--- config.mk ---
export PLATFORM = sky130hd
export DESIGN_NAME = apb_wdt
export DESIGN_NICKNAME = d
export VERILOG_FILES = /design/src/rtl/apb_wdt_pkg.sv /design/src/rtl/wdt_prescaler.sv /design/src/rtl/apb_wdt.sv
export SDC_FILE = /design/constraint.sdc
export NUM_CORES = 1
export LEC_CHECK = 0
export BUFFER_PORTS_ARGS = -buffer_cell sky130_fd_sc_hd__buf_2
export CAP_MARGIN = 20
export CORE_ASPECT_RATIO = 1.1
export CORE_UTILIZATION = 58
export CTS_CLUSTER_DIAMETER = 30
export DETAILED_ROUTE_END_ITERATION = 8
export PLACE_DENSITY = 0.76
export SETUP_SLACK_MARGIN = 0.1
export SYNTH_ARGS = -nofsm -noshare
export SYNTH_HDL_FRONTEND = slang
export SYNTH_HIERARCHICAL = 1
export SYNTH_SLANG_ARGS = --single-unit
--- constraint.sdc ---
create_clock -name apb_pclk -period 4.71 [get_ports apb_pclk]
set_input_delay 0.7065 -clock apb_pclk [delete_from_list [all_inputs] [get_ports apb_pclk]]
set_output_delay 0.7065 -clock apb_pclk [all_outputs]
set_load 0.1 [all_outputs]
--- src/rtl/apb_wdt_pkg.sv ---
// Shared definitions for the APB watchdog: register word offsets, access keys,
// FSM state encoding and CTRL bit positions.
package apb_wdt_pkg;

  // Word offsets, decoded from apb_paddr[4:2]
  localparam logic [2:0] ADDR_CTRL = 3'd0;
  localparam logic [2:0] ADDR_LOAD = 3'd1;
  localparam logic [2:0] ADDR_FEED = 3'd2;
  localparam logic [2:0] ADDR_STAT = 3'd3;
  localparam logic [2:0] ADDR_LOCK = 3'd4;

  localparam logic [31:0] FEED_KEY   = 32'h5A5A_A5A5;
  localparam logic [31:0] UNLOCK_KEY = 32'h1ACC_E551;

  localparam int unsigned CTRL_EN     = 0;
  localparam int unsigned CTRL_INT_EN = 1;
  localparam int unsigned CTRL_RST_EN = 2;

  typedef enum logic [1:0] {
    StIdle = 2'd0,
    StRun  = 2'd1,
    StWarn = 2'd2,
    StRst  = 2'd3
  } wdt_state_e;

endpackage

--- src/rtl/wdt_prescaler.sv ---
// Free-running 0..PRESCALE divider producing a one-cycle tick at the top count.
module wdt_prescaler #(
  parameter int unsigned PRESCALE = 7999
) (
  input  logic clk_i,
  input  logic rst_i,
  input  logic clr_i,
  input  logic run_i,
  output logic tick_o
);

  localparam int unsigned CW = (PRESCALE > 0) ? $clog2(PRESCALE + 1) : 1;

  logic [CW-1:0] cnt_q;
  logic          at_top;

  assign at_top = (cnt_q == CW'(PRESCALE));
  // A clear restarts the period, so the tick in that cycle is dropped
  assign tick_o = run_i & at_top & ~clr_i;

  always_ff @(posedge clk_i or posedge rst_i) begin
    if (rst_i) begin
      cnt_q <= '0;
    end else if (clr_i || !run_i || at_top) begin
      cnt_q <= '0;
    end else begin
      cnt_q <= cnt_q + CW'(1);
    end
  end

endmodule

--- src/rtl/apb_wdt.sv ---
// APB watchdog: key-guarded registers, countdown counter, warn/reset FSM.
// First expiry raises pend/wdt_int; a second unfed expiry pulses wdt_rst_req.
module apb_wdt
  import apb_wdt_pkg::*;
#(
  parameter int unsigned PRESCALE     = 7999,
  parameter logic [31:0] DEFAULT_LOAD = 32'd5000,
  parameter int unsigned RST_PULSE    = 16
) (
  input  logic        apb_pclk,
  input  logic        apb_prst,
  input  logic        apb_psel,
  input  logic [4:0]  apb_paddr,
  input  logic        apb_pwrite,
  input  logic        apb_penable,
  input  logic [31:0] apb_pwdata,
  output logic [31:0] apb_prdata,
  output logic        wdt_int,
  output logic        wdt_rst_req
);

  localparam int unsigned PW = $clog2(RST_PULSE + 1);

  wdt_state_e    state_q;
  logic [2:0]    ctrl_q, ctrl_d;
  logic [31:0]   load_q;
  logic          locked_q;
  logic [31:0]   cnt_q;
  logic          pend_q;
  logic          rst_req_q;
  logic [PW-1:0] pulse_q;

  logic [2:0] idx;
  logic       wr, wr_ctrl, feed, pend_clr, rst_done;
  logic       running, en_next, presc_clr, tick, expire;
  logic       unused_paddr;

  assign idx          = apb_paddr[4:2];
  assign unused_paddr = ^apb_paddr[1:0];
  assign wr           = apb_psel & apb_penable & apb_pwrite;
  assign wr_ctrl      = wr && (idx == ADDR_CTRL) && !locked_q && (state_q != StRst);
  assign feed         = wr && (idx == ADDR_FEED) && (apb_pwdata == FEED_KEY) &&
                        (state_q != StRst);
  assign pend_clr     = wr && (idx == ADDR_STAT) && apb_pwdata[0];
  assign rst_done     = (state_q == StRst) && (pulse_q == PW'(RST_PULSE - 1));
  assign running      = (state_q == StRun) || (state_q == StWarn);
  assign expire       = tick && (cnt_q <= 32'd1);

  always_comb begin
    ctrl_d = ctrl_q;
    if (wr_ctrl) ctrl_d = apb_pwdata[2:0];
    if (rst_done) ctrl_d[CTRL_EN] = 1'b0;
  end

  // FSM reacts to EN on the same edge that writes it, so timing counts from the write
  assign en_next   = ctrl_d[CTRL_EN];
  assign presc_clr = ((state_q == StIdle) && en_next) || (running && (!en_next || feed));

  wdt_prescaler #(
    .PRESCALE(PRESCALE)
  ) u_prescaler (
    .clk_i (apb_pclk),
    .rst_i (apb_prst),
    .clr_i (presc_clr),
    .run_i (running),
    .tick_o(tick)
  );

  always_ff @(posedge apb_pclk or posedge apb_prst) begin
    if (apb_prst) begin
      ctrl_q   <= '0;
      load_q   <= DEFAULT_LOAD;
      locked_q <= 1'b1;
    end else begin
      ctrl_q <= ctrl_d;
      if (wr && (idx == ADDR_LOAD) && !locked_q) load_q <= apb_pwdata;
      if (wr && (idx == ADDR_LOCK)) locked_q <= (apb_pwdata != UNLOCK_KEY);
    end
  end

  always_ff @(posedge apb_pclk or posedge apb_prst) begin
    if (apb_prst) begin
      state_q   <= StIdle;
      cnt_q     <= DEFAULT_LOAD;
      pend_q    <= 1'b0;
      rst_req_q <= 1'b0;
      pulse_q   <= '0;
    end else begin
      // A set later in this block overrides the clear
      pend_q <= pend_q & ~pend_clr;
      unique case (state_q)
        StIdle: begin
          if (en_next) begin
            state_q <= StRun;
            cnt_q   <= load_q;
          end else if (feed) begin
            cnt_q <= load_q;
          end
        end
        StRun, StWarn: begin
          if (!en_next) begin
            state_q <= StIdle;
            cnt_q   <= load_q;
          end else if (feed) begin
            state_q <= StRun;
            cnt_q   <= load_q;
          end else if (expire) begin
            cnt_q  <= load_q;
            pend_q <= 1'b1;
            if ((state_q == StWarn) && ctrl_q[CTRL_RST_EN]) begin
              state_q   <= StRst;
              rst_req_q <= 1'b1;
              pulse_q   <= '0;
            end else begin
              state_q <= StWarn;
            end
          end else if (tick) begin
            cnt_q <= cnt_q - 32'd1;
          end
        end
        StRst: begin
          if (rst_done) begin
            state_q   <= StIdle;
            rst_req_q <= 1'b0;
            cnt_q     <= load_q;
          end else begin
            pulse_q <= pulse_q + PW'(1);
          end
        end
        default: state_q <= StIdle;
      endcase
    end
  end

  assign wdt_int     = pend_q & ctrl_q[CTRL_INT_EN];
  assign wdt_rst_req = rst_req_q;

  always_comb begin
    apb_prdata = '0;
    if (apb_psel && !apb_pwrite) begin
      case (idx)
        ADDR_CTRL: apb_prdata = {29'd0, ctrl_q};
        ADDR_LOAD: apb_prdata = load_q;
        ADDR_FEED: apb_prdata = cnt_q;
        ADDR_STAT: apb_prdata = {28'd0, state_q, locked_q, pend_q};
        ADDR_LOCK: apb_prdata = {31'd0, locked_q};
        default:   apb_prdata = '0;
      endcase
    end
  end

endmodule
# == Word-level counts from Yosys, hierarchy flattened ==
# Index checks and enable logic that the tools add are counted.
# totals
reg_bits,90
latch_bits,0
ram_bits,0
mem_bits_ro,0
in_bits,42
output_inout_bits,34
elab_cells,114
memories,0
# classes
n_addsub,3
n_mul,0
div_mod_pow,0
order_cmp,1
eq_ne,22
n_shift,0
n_mux,36
bitwise_logic,8
n_reduce_logical,34
# op_table
operator,n
$mux 32,8
$pmux 32 s5,1
$pmux 32 s3,1
$eq 32x31->1 const B,1
$le 32x1->1 const B,1
$ne 32x29->1 const B,1
$sub 32x1->32 const B,1
$mux 5,5
$logic_and 1x1->1,17
$ne 2x2->1 const B,8
$add 13x1->13 const B,1
$eq 13x13->1 const B,1
$mux 13,1
$mux 1,12
$reduce_and 6->1,2
$mux 2,5
$pmux 5 s2,1
$and 1x1->1,6
$eq 3x2->1 const B,2
$pmux 2 s3,1
$reduce_and 3->1,2
$add 5x1->5 const B,1
$eq 5x4->1 const B,1
$logic_or 1x1->1,5
14 further kinds,19

# == Logic depth before layout (Yosys ltp) ==
# Gate-level depths: netlist (run 1).
# logic_depth
ltp_word,18
mapped_depth,16
mapped_depth_nobuf,14

# == Modules after synthesis ==
# The synthesis (run 1) kept the hierarchy.
# by_module_without_submodules
module,instances,cells_per_inst,area_each_um2,seq_area_each_um2
apb_wdt,1,525,4913.5,1940.6
wdt_prescaler,1,63,648.1,325.3

# == Least setup slack after synthesis (run 1) ==
# Ideal clock, no wire load.
# synth_timing
path_type,input-to-output
start,in apb_paddr[3]
end,out apb_prdata[3]
t_arrival_ns,3.536
t_required_ns,4.003
slack_ns,0.468
stages,5
n_path_buf,2
cell_sequence,clkbuf_1 > o21ai_0 > nand3b_1 > clkbuf_1 > nor3_1
# synth_between
elab_chain_len,3
word_cells_on_any_way,7
cone_classes,eq/ne (4); mux (2); reduce/logical (1)
# synth_lines
item,line_no,rtl
"start, declared",apb_wdt.sv:13,"input logic [4:0] apb_paddr,"
$eq 3x3->1 (tied with other cells),apb_wdt.sv:141,case (idx)
$pmux 32 s5 *,apb_wdt.sv:141,
$mux 32 *,apb_wdt.sv:140,if (apb_psel && !apb_pwrite) begin
"end, declared",apb_wdt.sv:17,"output logic [31:0] apb_prdata,"
# Mark *: on every way between the ends. The rest lies on a longest branch, timed or not.

==> results.yml, run 1 <==
critical_path:
  critPathCaptureType: "flip-flop"
  r2r_slack_ns: 0.47
  cp-start-kind: "flip-flop"
  crit_type: "flip-flop to flip-flop"
  crit_start: "pulse_q[0]$_DFFE_PP0P_"
  reg2regPathDepth: 14
  arrival_ns: 4.50
  crit_fanout: 15
  r2r_start: "pulse_q[0]$_DFFE_PP0P_"
  r2r_end: "cnt_q[21]$_DFFE_PP0P_"
  required_ns: 4.97
timing:
  timing.final.crit_share_pct: 90.0
  setup_ws_ns: 0.473
  slew_violations: 0
  max_freq_ghz: 0.236
  fin_setup_tns_ns: 0
  slew_headroom_pct: 38.1
  min_period_ns: 4.24
  tightest_slew_ns: 0.920
  setup_viol_count_final: 0
  fin_skew_ns: 0.0131
  finalHoldViolCount: 0
  rsz0062_at_grt: "no"
logic_synthesis:
  synthTopCellsByCount: "dfrtp_1, nor2_1, nand2_1"
  synth-adder-area-share_pct: 1.80
  synth-simple-area-share_pct: 23.0
  synth_fp_nets: 638
  synth.area.top_cells: "dfrtp_1, mux2_2, dfstp_2"
  seq_area_frac_synth_pct: 40.7
  synth_most_common_cell: "dfrtp_1"
  synth_compound_area_share_pct: 16.0
  synth_top_area_share_pct: 35.5
  synth_top_cell_by_area: "dfrtp_1"
  synth_flop_cell: "dfrtp_1"
  synth_top_family_by_area: "simple AND/OR/NAND/NOR gates"
  netlist_area_um2: 5560
  synthMuxAreaShare_pct: 12.2
  ys_warn_count: 6
  async_reset_ff_share_pct: 100
  synth_edf_count: 0
  syn_inst: 588
  ys_types: 65
  synth_area_per_cell_um2: 9.46
  ys_ff_latch: 90
  synth-xor-area-share_pct: 1.73
clock_network:
  path_clk_slew_ns: 0.09
  cts_resized: 0
  cts_tree: "yes"
  clock_latency_ns: 0.38
  root_buffer: "clkbuf_8"
  cts_buffers: 9
  cts_htree_levels: 3
  clock-sinks: 90
  clock_path_buffers: 2
  post-cts-setup-buffers: 0
  hold_buffers: 0
power:
  p_per_area_nw_per_um2: 498
  total_power_mw: 3.11
  irDropWorstVdd_mv: 0.258
  cellLeakagePower_nw: 2.72
drt:
  wl_um: 14300
  drt_pass1_iterations: 5
  vias_per_cell: 6.35
  vias: 4903
  drt_drc_violations_left: 0
  drt_iter0_drc: 325
  wl_per_cell_um: 18.5
  drtAntennaViolNets: 0
finish:
  multi_input_comb_area_um2: 3070
  final_area_um2: 6250
  drive_gt1_share_pct: 26.1
  diodes: 0
  fill_cells: 808
  syn_to_final_growth_pct: 12.4
  ff_latch_area_um2: 2270
  final_nets: 700
global_routing:
  grt_max_degree: 51
  grt_usage_pct: 30.4
  grt_antenna_before_repair: 0
  grt_pass1_vias: 4595
  grt.overflow.total: 0
  grt_pass1_wl_um: 23200
die:
  die_y_um: 105
  core_um2: 9350
  die_w_um: 95.4
  initial_core_util_pct: 59.5
  num_io_pins: 76
  die-area_um2: 9990
  row_count: 37
placement:
  post-place-ws_ns: 0.423
  io_buffers: 73
  routabilityCongestion: 0.961
  dp_hpwl_um: 10200
  place_area_um2: 6020
status:
  outcome: "finished clean"
run:
  drv_cap: 0
hold_path:
  hold_class: "input pin to asynchronous set/reset pin"
## worst max-delay path: stages, from the launching register on
cell and delay, ns:
dfrtp_1 0.41, ha_1 0.22, and3_1 0.18, ha_1 0.25, a221o_1 0.42, nand2_1 0.14, nand2_1 0.06, a22o_1 0.20
nor3b_1 0.31, o21ai_0 0.17, or4_1 0.51, or4_4 0.49, nand3_2 0.30, nand2_1 0.16, o221a_2 0.30
## placed cells by master (no fill, tap or decap), types with 3 or more instances in the layout
cell	netlist	routed
nor4b_1	4	4
ha_1	8	8
a21oi_1	24	24
nand4_1	13	13
nand3b_1	5	5
nor3b_1	4	3
inv_1	24	23
dfrtp_1	79	79
and3_1	7	7
or3_1	6	6
clkbuf_8	0	11
and2_1	3	3
nor2_1	69	69
mux2i_1	23	23
nand2b_1	6	6
o22ai_1	5	5
nor4_1	10	9
o21ai_0	19	19
buf_4	1	11
mux2_2	36	36
a22oi_1	37	37
a22o_1	3	3
a2bb2oi_1	12	12
nand3_1	21	21
xor2_1	4	4
o22a_1	3	3
dfstp_2	11	11
nor2b_1	5	4
xnor2_1	7	7
nand2_1	40	40
o221a_2	3	3
a31oi_1	3	3
nor4bb_1	6	6
nor3_1	15	14
buf_2	9	73
## cell families after synthesis
family	count (synthesis)
XOR/XNOR	11
multiplexers	61
buffers and inverters	59
AO/OA/AOI/OAI	127
AND/OR/NAND/NOR	232
adder cells (fa/ha/maj)	8
flip-flops	90
## how the worst max path moves through the flow
stage	to	slack, ns	cells after the start
global placement	cnt_q[21]$_DFFE_PP0P_	0.51	12
global route	pulse_q[2]$_DFFE_PP0P_	0.23	14
floorplan	apb_prdata[3]	0.47	5
finish	cnt_q[21]$_DFFE_PP0P_	0.47	14
detailed placement	cnt_q[21]$_DFFE_PP0P_	0.42	12
CTS	cnt_q[21]$_DFFE_PP0P_	0.51	14
## through the flow
step	hold WS, ns	utilization [%]	std cells
after global placement	0.485	64.3	754
final	0.291	66.8	772
after floorplan	0.463	-	588
after CTS	0.362	66.6	770
after detailed placement	0.507	64.3	754
after global routing	0.311	66.8	772
## sequential cells by signal, indices dropped and copies added (netlist names)
register           count
pulse_q                5
state_q                2
u_prescaler/cnt_q     13
load_q                32
cnt_q                 32
locked_q               1
ctrl_q                 3
wdt_rst_req            1
pend_q                 1
## layout make-up
cell class                      instances  share of cell area (%)
Tap cell                              117                    2.34
Timing Repair Buffer                   86                    7.61
Sequential cell                        90                    36.2
Clock buffer                           12                    2.48
Inverter                               24                    1.44
Clock inverter                          4                   0.821
Multi-Input combinational cell        439                    49.1
## per-layer routing
layer	share of wire, %	up-vias	global-route usage [%]	wire, um
met1	42	2369	40.5	5960
li1	-	2309	-	-
met2	48	194	48.4	6910
met3	7.1	31	5.02	1010
met5	0	-	0	0
met4	2.8	0	13.3	404
## report_power, final
group	internal, mW	switching (mW)	total, mW
logic	0.543	0.692	1.24
registers	1.03	0.292	1.32
clock network	0.275	0.283	0.558
No activity file was read; power rests on OpenSTA's default activity.
==> run 2: changes to the inputs <==
- RECOVER_POWER: not set -> 25
==> results.yml, run 2 (synthesis gave the netlist of run 1 again) <==
placement:
  routabilityCongestion: 0.961
  post-place-ws_ns: 0.423
  place_inst: 754
  place_area_um2: 6020
  dp_hpwl_um: 10200
  io_buffers: 73
timing:
  rsz0062_at_grt: "no"
  min_period_ns: 4.21
  timing.final.crit_share_pct: 89.3
  fin_skew_ns: 0.0121
  slew_violations: 39
  whs_ns: 0.342
  max_freq_ghz: 0.238
  slew_headroom_pct: -37.3
  setup_ws_ns: 0.503
  setup_viol_count_final: 0
  tightest_slew_ns: 2.06
  finalHoldViolCount: 0
  fin_setup_tns_ns: 0
drt:
  wl_um: 14300
  vias: 4899
  drt_iter0_drc: 366
  drt_pass1_iterations: 5
  wl_per_cell_um: 18.5
  drtAntennaViolNets: 0
  drt_drc_violations_left: 0
  vias_per_cell: 6.35
die:
  die-area_um2: 9990
  core_um2: 9350
  die_w_um: 95.4
  die_y_um: 105
  num_io_pins: 76
  row_count: 37
  initial_core_util_pct: 59.5
global_routing:
  grt_antenna_before_repair: 0
  grt_pass1_wl_um: 23200
  grt_max_degree: 51
  grt_usage_pct: 30.4
  grt_pass1_vias: 4595
  grt.overflow.total: 0
clock_network:
  cts_tree: "yes"
  clock_latency_ns: 0.38
  clock_path_buffers: 2
  cts_resized: 0
  cts_buffers: 9
  hold_buffers: 0
  clock-sinks: 90
  path_clk_slew_ns: 0.09
  root_buffer: "clkbuf_8"
  post-cts-setup-buffers: 0
  cts_htree_levels: 3
critical_path:
  cp_common_cell: "nand2_1"
  r2r_end: "cnt_q[21]$_DFFE_PP0P_"
  crit_fanout: 15
  slowest_delay_ns: 0.50
  crit_chain: "ha_1, and3_1, ha_1, a221o_1, nand2_1, nand2_1, a22o_1, nor3b_1, o21ai_0, or4_1, or4_4, nand3_2, nand2_1, o221a_2"
  critPathCaptureType: "flip-flop"
  cp-start-kind: "flip-flop"
  r2r_start: "pulse_q[0]$_DFFE_PP0P_"
  critPathSlowestCell: "or4_1"
  required_ns: 4.97
  r2r_slack_ns: 0.50
  arrival_ns: 4.47
  crit_start: "pulse_q[0]$_DFFE_PP0P_"
  reg2regPathDepth: 14
  crit_type: "flip-flop to flip-flop"
finish:
  diodes: 0
  final_area_um2: 6230
  final_nets: 700
  final_cell_mix: "dfrtp_1, buf_2, nor2_1, nand2_1, a22oi_1"
  syn_to_final_growth_pct: 12.1
  fill_cells: 808
  final_common_cell: "dfrtp_1"
  ff_latch_area_um2: 2270
  fin_cells: 772
  drive_gt1_share_pct: 25.8
  biggestRegsByFlops: "cnt_q (32), load_q (32), u_prescaler/cnt_q (13)"
  multi_input_comb_area_um2: 3070
power:
  cellLeakagePower_nw: 2.72
  irDropWorstVdd_mv: 0.258
  p_per_area_nw_per_um2: 499
hold_path:
  hold_class: "input pin to asynchronous set/reset pin"
status:
  failed_checks: "max-capacitance violations, max-slew violations"
  outcome: "finished, violations left"
run:
  drv_cap: 1
[run 2: changes by cell type in the layout (fill, tap and decap cells not counted), sizes merged]
| cell | before | now |
|---|---|---|
| buf | 85 | 84 |
| clkbuf | 13 | 14 |
[run 2: per-layer routing]
layer  wire [um]  global-route usage, %
met1        5940                   40.5
met2        6920                   48.4
met3         997                   5.02
met4         420                   13.3
met5           0                      0
[run 2: how the worst max path moves through the flow]
stage                                         to  slack [ns]  cells past startpoint
after floorplan                    apb_prdata[3]        0.47                      5
after global placement     cnt_q[21]$_DFFE_PP0P_        0.51                     12
after detailed placement   cnt_q[21]$_DFFE_PP0P_        0.42                     12
after CTS                  cnt_q[21]$_DFFE_PP0P_        0.51                     14
after global routing      pulse_q[2]$_DFFE_PP0P_        0.23                     14
final                      cnt_q[21]$_DFFE_PP0P_        0.50                     14
[run 2: cell type report]
| cell class | count | area share, % |
|---|---|---|
| clock buffer | 12 | 2.49 |
| clock inverter | 4 | 0.823 |
| inverter | 24 | 1.44 |
| multi-input combinational | 439 | 49.2 |
| sequential | 90 | 36.3 |
| tap | 117 | 2.35 |
| timing repair buffer | 86 | 7.37 |
[run 2: power breakdown]
group,total (mW),switching [mW],leakage (nW),internal [mW]
clock,0.559,0.284,0.103,0.275
sequential,1.32,0.292,1.12,1.03
combinational,1.23,0.691,1.49,0.541
[run 2: worst max-delay path: cells and delay by family (launching register included)]
family | cells | cell delay [ns]
compound gates | 4 | 1.08
fa+ha+maj | 2 | 0.47
simple gates | 8 | 2.12
flops | 1 | 0.41
[run 2: stage by stage]
stage	util [%]	total power, mW
final	66.7	3.11
after global routing	66.7	3.30
after CTS	66.6	3.10
after detailed placement	64.3	2.55
after global placement	64.3	2.50
after floorplan	-	2.24
==> run 3: changes to the inputs <==
- ABC_AREA: not set -> 1
- CORE_UTILIZATION: 58 -> 59
- PLACE_DENSITY: 0.76 -> 0.81
==> results.yml, run 3 <==
status:
  outcome: "finished, violations left"
  failed_checks: "max-capacitance violations, max-slew violations"
die:
  die_y_um: 109
  initial_core_util_pct: 61.2
  die_w_um: 99.1
  num_io_pins: 76
  die-area_um2: 10800
  row_count: 38
  core_um2: 9980
critical_path:
  crit_start: "pulse_q[0]$_DFFE_PP0P_"
  critPathCaptureType: "flip-flop"
  required_ns: 5.02
  arrival_ns: 4.00
  cp-start-kind: "flip-flop"
  crit_fanout: 25
  crit_type: "flip-flop to flip-flop"
  r2r_start: "pulse_q[0]$_DFFE_PP0P_"
timing:
  rsz0062_at_grt: "no"
  max_freq_ghz: 0.271
  fin_skew_ns: 0.0132
  min_period_ns: 3.69
  timing.final.crit_share_pct: 78.3
  tightest_slew_ns: 2.08
  setup_viol_count_final: 0
  slew_headroom_pct: -39.2
  slew_violations: 49
  fin_setup_tns_ns: 0
  finalHoldViolCount: 0
placement:
  io_buffers: 73
  place_area_um2: 6510
  dp_hpwl_um: 11400
  routabilityCongestion: 0.944
  place_inst: 1105
logic_synthesis:
  syn_inst: 934
  synth_fp_nets: 984
  async_reset_ff_share_pct: 100
  synth_edf_count: 0
  netlist_area_um2: 6110
  synth-simple-area-share_pct: 39.0
  synthTopCellsByCount: "nand2_1, inv_1, nor2_1"
  synth-adder-area-share_pct: 1.64
  synth.area.top_cells: "dfrtp_1, nand2_1, inv_1"
  synth_top_area_share_pct: 32.3
  ys_warn_count: 6
  synthMuxAreaShare_pct: 0.184
  synth_flop_cell: "dfrtp_1"
  synth-xor-area-share_pct: 4.15
  seq_area_frac_synth_pct: 37.1
  synth_compound_area_share_pct: 8.35
  ys_ff_latch: 90
  synth_most_common_cell: "nand2_1"
  synth_top_family_by_area: "simple AND/OR/NAND/NOR gates"
  ys_types: 37
  synth_area_per_cell_um2: 6.55
  synth_top_cell_by_area: "dfrtp_1"
finish:
  final_common_cell: "nand2_1"
  final_core_util_pct: 67.3
  final_nets: 1046
  fill_cells: 923
  diodes: 0
  ff_latch_area_um2: 2270
  syn_to_final_growth_pct: 9.99
  final_area_um2: 6720
  biggestRegsByFlops: "cnt_q (32), load_q (32), u_prescaler/cnt_q (13)"
  drive_gt1_share_pct: 13.4
  final_cell_mix: "nand2_1, nor2_1, inv_1, dfrtp_1, buf_2"
  fin_cells: 1121
  multi_input_comb_area_um2: 3270
drt:
  wl_um: 15600
  drt_drc_violations_left: 0
  drtAntennaViolNets: 0
  drt_iter0_drc: 429
  vias: 5986
  vias_per_cell: 5.34
  drt_pass1_iterations: 5
  wl_per_cell_um: 13.9
clock_network:
  clock-sinks: 90
  cts_buffers: 9
  root_buffer: "clkbuf_8"
  hold_buffers: 0
  cts_tree: "yes"
  clock_path_buffers: 2
  path_clk_slew_ns: 0.08
  post-cts-setup-buffers: 0
  clock_latency_ns: 0.37
  cts_htree_levels: 3
  cts_resized: 0
run:
  drv_cap: 1
power:
  p_per_area_nw_per_um2: 464
  irDropWorstVdd_mv: 0.302
  cellLeakagePower_nw: 3.46
hold_path:
  hold_class: "input pin to asynchronous set/reset pin"
global_routing:
  grt_pass1_vias: 5506
  grt_usage_pct: 30.7
  grt_antenna_before_repair: 0
  grt_max_degree: 64
  grt_pass1_wl_um: 25800
  grt.overflow.total: 0
-- run 3: final timing paths --
kind / end / slack (ns) / cells past startpoint
max in group asynchronous: cnt_q[7]$_DFFE_PP1P_ / 2.64 / 3
max: cnt_q[7]$_DFFE_PP1P_ / 1.02 / 19
min in group apb_pclk: cnt_q[1]$_DFFE_PP0P_ / 0.49 / 2
max reg2reg: cnt_q[7]$_DFFE_PP1P_ / 1.02 / 19
min: u_prescaler/cnt_q[8]$_DFF_PP0_ / 0.35 / 2
min reg2reg: cnt_q[1]$_DFFE_PP0P_ / 0.49 / 2
-- run 3: through the flow --
step	setup slack [ns]	power (mW)	hold slack (ns)
final	1.02	3.12	0.352
after global routing	0.681	3.35	0.421
after CTS	1.04	3.11	0.373
after detailed placement	0.759	2.51	0.459
after global placement	0.822	2.49	0.454
after floorplan	0.855	2.25	0.442
-- run 3: final cells by class --
cell class | instances | share of cell area, %
multi-input cells | 706 | 48.6
flip-flops and latches | 90 | 33.7
inverters | 110 | 6.23
repair buffers | 79 | 6.08
clock buffers | 14 | 2.27
well taps | 120 | 2.23
clock inverters | 2 | 0.893
-- run 3: report_power, final --
part / internal (mW) / total [mW] / leakage (nW) / switching [mW]
Clock: 0.315 / 0.590 / 0.105 / 0.275
Combinational: 0.401 / 1.35 / 2.20 / 0.947
Sequential: 0.969 / 1.18 / 1.15 / 0.210
-- run 3: cell families after synthesis --
logic type | after synthesis
AO/OA/AOI/OAI | 98
XOR/XNOR | 29
adder cells (fa/ha/maj) | 8
buffers and inverters | 138
flip-flops | 90
multiplexers | 1
AND/OR/NAND/NOR | 570
-- run 3: routing by layer --
layer / vias to the layer above / GRT usage [%] / share of wire (%)
li1: 3019 / - / -
met1: 2773 / 40.3 / 45
met2: 165 / 52.7 / 48
met3: 29 / 3.01 / 4.3
met4: 0 / 12.5 / 2.5
met5: - / 0 / 0
-- run 3: worst max-delay path: stages (launching register included) --
cell and delay, ns:
dfrtp_1 0.41, ha_1 0.22, nand2_1 0.08, nor2_1 0.05, ha_1 0.18, nand2_1 0.15, nand3_2 0.14, o21ai_2 0.36
nand2_1 0.14, nor3_1 0.38, nand2_1 0.13, nor3_1 0.19, nand2_1 0.08, nor2_1 0.24, nor2_1 0.10, nand2_2 0.42
nand2_1 0.13, nand2_1 0.08, nand2_1 0.06, nand2_1 0.07
